===== config.mk =====
export PLATFORM = sky130hd
export DESIGN_NAME = hazard_scoreboard
export DESIGN_NICKNAME = d
export VERILOG_FILES = /design/src/rtl/hazard_scoreboard.sv
export SDC_FILE = /design/constraint.sdc
export NUM_CORES = 1
export LEC_CHECK = 0
export CAP_MARGIN = 20
export CORE_ASPECT_RATIO = 1.25
export CORE_MARGIN = 2
export CORE_UTILIZATION = 25
export CTS_CLUSTER_DIAMETER = 50
export DETAILED_ROUTE_END_ITERATION = 12
export PLACE_DENSITY = 0.45
export SLEW_MARGIN = 20
export SYNTH_ARGS = -nofsm -noshare
export SYNTH_HDL_FRONTEND = slang
export SYNTH_SLANG_ARGS = --single-unit

===== constraint.sdc =====
create_clock -name clk_i -period 3.4 [get_ports clk_i]
set_clock_uncertainty 0.15 [all_clocks]
set_input_delay 1.02 -clock clk_i [delete_from_list [all_inputs] [get_ports clk_i]]
set_output_delay 1.02 -clock clk_i [all_outputs]
set_load 0.005 [all_outputs]

===== src/rtl/hazard_scoreboard.sv =====
// ============================================================================
// Module   : hazard_scoreboard
// Purpose  : Pipeline hazard controller for the in-order RISC-V pipeline.
//            It tracks the in-flight destination registers (EX .. WB) and
//            drives the ID-stage stall, the multi-cycle flush after a
//            redirect and the operand-forwarding selects. It also keeps
//            saturating stall and flush event counters for on-board debug.
//            Optional feature macro: HAZARD_FORWARDING_EN
//              defined   -> forwarding; only load-use hazards stall.
//              undefined -> stall on any in-flight hazard; fwd tied to 0.
// Revision : 1.0 - initial release
// ============================================================================
`default_nettype none

module hazard_scoreboard #(
    parameter int REG_ADDR_W   = 5,
    parameter int DEPTH        = 3,
    parameter int FLUSH_CYCLES = 2,
    parameter int CNT_W        = 16
) (
    input  logic                       clk_i,
    input  logic                       rst_i,
    input  logic                       id_valid_i,
    input  logic [REG_ADDR_W-1:0]      id_rs1_i,
    input  logic [REG_ADDR_W-1:0]      id_rs2_i,
    input  logic                       id_use_rs1_i,
    input  logic                       id_use_rs2_i,
    input  logic [REG_ADDR_W-1:0]      id_rd_i,
    input  logic                       id_we_i,
    input  logic                       id_is_load_i,
    input  logic                       redirect_i,
    output logic                       stall_o,
    output logic                       flush_o,
    output logic [$clog2(DEPTH+1)-1:0] fwd_rs1_o,
    output logic [$clog2(DEPTH+1)-1:0] fwd_rs2_o,
    output logic [CNT_W-1:0]           stall_cnt_o,
    output logic [CNT_W-1:0]           flush_cnt_o
);

    localparam int FWD_W = $clog2(DEPTH+1);
    // Width of the remaining-flush-cycles counter (holds up to FLUSH_CYCLES-1).
    localparam int FC_W  = (FLUSH_CYCLES > 1) ? $clog2(FLUSH_CYCLES) : 1;

    // Scoreboard: entry 0 is EX, entry DEPTH-1 is WB.
    logic [DEPTH-1:0]      r_v;
    logic [DEPTH-1:0]      r_ld;
    logic [REG_ADDR_W-1:0] r_rd [DEPTH];
    logic [FC_W-1:0]       r_fcnt;

    logic [DEPTH-1:0]      w_m1;
    logic [DEPTH-1:0]      w_m2;
    logic                  w_issue;

    // Per-entry source-operand match against the instruction sitting in ID.
    always_comb begin
        w_m1 = '0;
        w_m2 = '0;
        for (int k = 0; k < DEPTH; k++) begin
            w_m1[k] = r_v[k] && (r_rd[k] == id_rs1_i) && (id_rs1_i != '0)
                      && id_use_rs1_i && id_valid_i;
            w_m2[k] = r_v[k] && (r_rd[k] == id_rs2_i) && (id_rs2_i != '0)
                      && id_use_rs2_i && id_valid_i;
        end
    end

    assign flush_o = redirect_i | (r_fcnt != '0);
    assign w_issue = id_valid_i & ~stall_o & ~flush_o;

`ifdef HAZARD_FORWARDING_EN
    // Only a load still in EX cannot be forwarded; everything else picks the
    // youngest matching producer (lowest entry index).
    always_comb begin
        stall_o   = ((w_m1[0] | w_m2[0]) & r_ld[0]) & ~flush_o;
        fwd_rs1_o = '0;
        fwd_rs2_o = '0;
        for (int k = DEPTH-1; k >= 0; k--) begin
            if (w_m1[k]) fwd_rs1_o = FWD_W'(k+1);
            if (w_m2[k]) fwd_rs2_o = FWD_W'(k+1);
        end
        if (stall_o) begin
            fwd_rs1_o = '0;
            fwd_rs2_o = '0;
        end
    end
`else
    logic w_unused_ld;

    // Without forwarding, any in-flight producer of a source holds ID.
    always_comb begin
        stall_o   = ((|w_m1) | (|w_m2)) & ~flush_o;
        fwd_rs1_o = '0;
        fwd_rs2_o = '0;
    end

    // The load flag only matters when forwarding is built in.
    assign w_unused_ld = ^{r_ld, id_is_load_i};
`endif

    // Shift the scoreboard each cycle; a stalled, flushed or empty ID slot
    // enters EX as a bubble.
    always_ff @(posedge clk_i or posedge rst_i) begin
        if (rst_i) begin
            r_v  <= '0;
            r_ld <= '0;
            for (int k = 0; k < DEPTH; k++) r_rd[k] <= '0;
        end else begin
            for (int k = DEPTH-1; k > 0; k--) begin
                r_v[k]  <= r_v[k-1];
                r_ld[k] <= r_ld[k-1];
                r_rd[k] <= r_rd[k-1];
            end
            r_v[0]  <= w_issue & id_we_i & (id_rd_i != '0);
            r_ld[0] <= id_is_load_i;
            r_rd[0] <= id_rd_i;
        end
    end

    // Flush sequencer: a redirect (re)loads the remaining-cycle count.
    always_ff @(posedge clk_i or posedge rst_i) begin
        if (rst_i) begin
            r_fcnt <= '0;
        end else if (redirect_i) begin
            r_fcnt <= FC_W'(FLUSH_CYCLES-1);
        end else if (r_fcnt != '0) begin
            r_fcnt <= r_fcnt - 1'b1;
        end
    end

    // Saturating debug counters for stall cycles and redirect events.
    always_ff @(posedge clk_i or posedge rst_i) begin
        if (rst_i) begin
            stall_cnt_o <= '0;
            flush_cnt_o <= '0;
        end else begin
            if (stall_o && (stall_cnt_o != '1)) stall_cnt_o <= stall_cnt_o + 1'b1;
            if (redirect_i && (flush_cnt_o != '1)) flush_cnt_o <= flush_cnt_o + 1'b1;
        end
    end

endmodule

`default_nettype wire


==> results.tsv <==
metric	value	unit
antennaDiodeCount	0	
finalSetupViolations	1	
crit_chain	buf_2, or4_1, o21ai_2, a31oi_2, nor2_2, nor2_1, buf_2	
reg2reg_from	r_rd[13]	
rsz0062_at_grt	yes	
route.detailed.drc	0	
min_period	3450	ps
synth_area_leaders	dfrtp_1, xor2_1, xnor2_1	
slew_headroom	55.6	%
timing_worst_setup_path_type	in -> out	
crit_buf_inv	2	
yosysUniqueCellTypes	31	
io_pins	61	
final_nets	305	
synthCells	206	
p_per_area	430	nW/um^2
reg2reg_slack	1010	ps
cts_buffers	5	
synth-seq-cells	51	
drt-total-wl	5590	microns
final_cells	404	
ff2ff_path_depth	10	
hold_path.class	reg -> reg	
power	1460	uW
syn_avg_cell_area	11.6	sq um
drive_gt1_share	20.6	%
row_count	39	
gp_congestion	0.719	
cpMostUsedCell	buf_2	
drt-pass1-iter-count	3	
coreArea	9220	sq um
dp.cells	394	
required	2230	ps
hold_path_depth	0	
irDropWorstVdd	0.232	mV
grt.total_usage	11.5	%
cp-start-kind	primary input	
vias	1727	
setup_ws	-51.2	ps
fill_cells	925	
dpl.hpwl	4060	microns
outcome	finished with violations	
cp.arrival	2280	ps
p_leak	0.00147	uW
cts_sinks	51	
initial_core_util	26.0	%
min_from	r_v[0]	
yosysWarnings	0	
slew_violations	0	
maxCapViolCount	0	
clk_path_buf_depth	2	
yosysTopAreaCell	dfrtp_1	
syn_area	2400	sq um
io_buffers	55	
end_kind	output port	
hold_violations	0	
worstMarginPinSlew	665	ps
post_drt_wl_per_cell	13.8	microns
grt_pass1_vias	1852	
hold_slack	253	ps
globalRouteOverflowTotal	0	
slowest_stage	or4_1	
via_per_inst	4.27	
cts_tree	built	
die_area	10400	sq um
root_buffer	clkbuf_16	
clock.fmax	0.290	GHz
cp_slowest_stage_delay	540	ps
clk_pin_slew	70	ps
antenna_found_initial	0	
fp.dieH	114	microns
r2r_end	stall_cnt_o[15]	
synth_top_area_share	53.2	%
clk_latency	290	ps
area_growth	42.0	%
first_iter_violations	76	
grt_pass1_wl	9500	microns
antenna_left	0	
grt_max_degree	52	
critPathTopFamily	simple AND/OR/NAND/NOR gates	
failed_checks	setup timing	
dieWidth	91.6	microns
ys_seq_area_share	53.2	%
h-tree-depth	2	
crit_path_max_fanout	4	
min_to	r_v[1]	
finalCritPeriodShare	102	%
layout by cell type, fill, tap and decap left out, drive strengths merged, types with 3 or more instances in the layout:
cell,n
o21ai,4
xor2,40
buf,24
nor2,9
nand4,5
clkbuf,5
xnor2,20
or4,3
clkinv,3
dfrtp,51
conb,4
nand2,10
nand3,20
nor3,7
and3,6
nor4,7
nor3b,4
clkdlybuf4s50,44
kinds of logic (layout without fill, tap and decap cells):
kind of cell,count (synthesis),after routing,share of synthesized area [%]
DFF,51,51,53.2
buffers and inverters,7,79,2.03
other,1,4,0.156
adders and majority gates,2,2,1.04
muxes,2,2,0.939
and+or+nand+nor,75,75,18.7
AOI/OAI and AO/OA,8,8,2.03
xor gates and xnor gates,60,60,21.9
power breakdown:
| group | switching, uW | internal (uW) |
|---|---|---|
| logic | 99.8 | 157 |
| registers | 63.3 | 657 |
| clock network | 218 | 269 |
registers in the layout (all words and copies together), names as in the netlist:
register and flops:
r_fcnt 1, flush_cnt_o 16, stall_cnt_o 16, r_v 3, r_rd 15
per-layer routing:
layer  share of wire (%)  GRT usage [%]  vias up
met1                  43           14.0      830
met4                 2.0           4.85        0
met3                 3.6           2.51        8
met2                  51           19.9       35
li1                    -              -      854
met5                   0              0        -
synthesized netlist by cell type:
library cell  number
nor3_2             5
o21ai_1            2
nor4_2             2
a21boi_1           1
xor2_1            40
or4_1              3
nand3_1           20
nor4_1             5
mux2_2             1
nor3b_1            3
nor3_1             2
and3_1             6
nand2b_1           1
buf_4              4
nor2_1             9
dfrtp_1           51
and4_1             2
mux2_1             1
inv_1              2
ha_1               2
o21ai_2            1
a31oi_1            2
conb_1             1
buf_6              1
o21ai_0            1
nor4bb_1           1
xnor2_1           20
a21oi_1            1
nor3b_2            1
nand4_1            5
nand2_1           10
through the flow:
stage / setup slack [ps] / TNS (ps) / instance area [sq um] / util, %
6_report: -51.2 / -51.2 / 3410 / 36.9
5_1_grt: -137 / -137 / 3410 / 36.9
3_5_place_dp: -978 / -1590 / 3180 / 34.4
2_1_floorplan: 294 / 0 / 2410 / -
4_1_cts: -140 / -140 / 3340 / 36.2
3_3_place_gp: -960 / -1410 / 3180 / 34.4
worst max path at each step:
stage | startpoint | end | slack, ps | cells past startpoint
floorplan | id_rs1_i[3] | stall_o | 290 | 6
finish | id_rs1_i[0] | stall_o | -50 | 7
global route | id_rs1_i[1] | stall_o | -140 | 8
detailed placement | id_rs1_i[3] | stall_o | -980 | 8
global placement | id_rs1_i[3] | stall_o | -960 | 8
CTS | id_rs2_i[2] | stall_o | -140 | 9
timing repair:
action                     CTS  global route
setup endpoints to repair    1             1
pin swaps                   19            14
gates resized for setup     51            20
hold buffers                 0             0
hold endpoints to repair     0             0
buffers inserted             2             0
area by class of cell:
cell class	instances	area [sq um]	area share [%]
Sequential cell	51	1280	37.5
Multi-Input combinational cell	151	1170	34.4
Timing Repair Buffer	69	656	19.3
Tap cell	123	154	4.52
Clock buffer	5	125	3.67
Clock inverter	3	15.0	0.441
Inverter	2	7.51	0.220
Power figures use the tool's default switching activity.
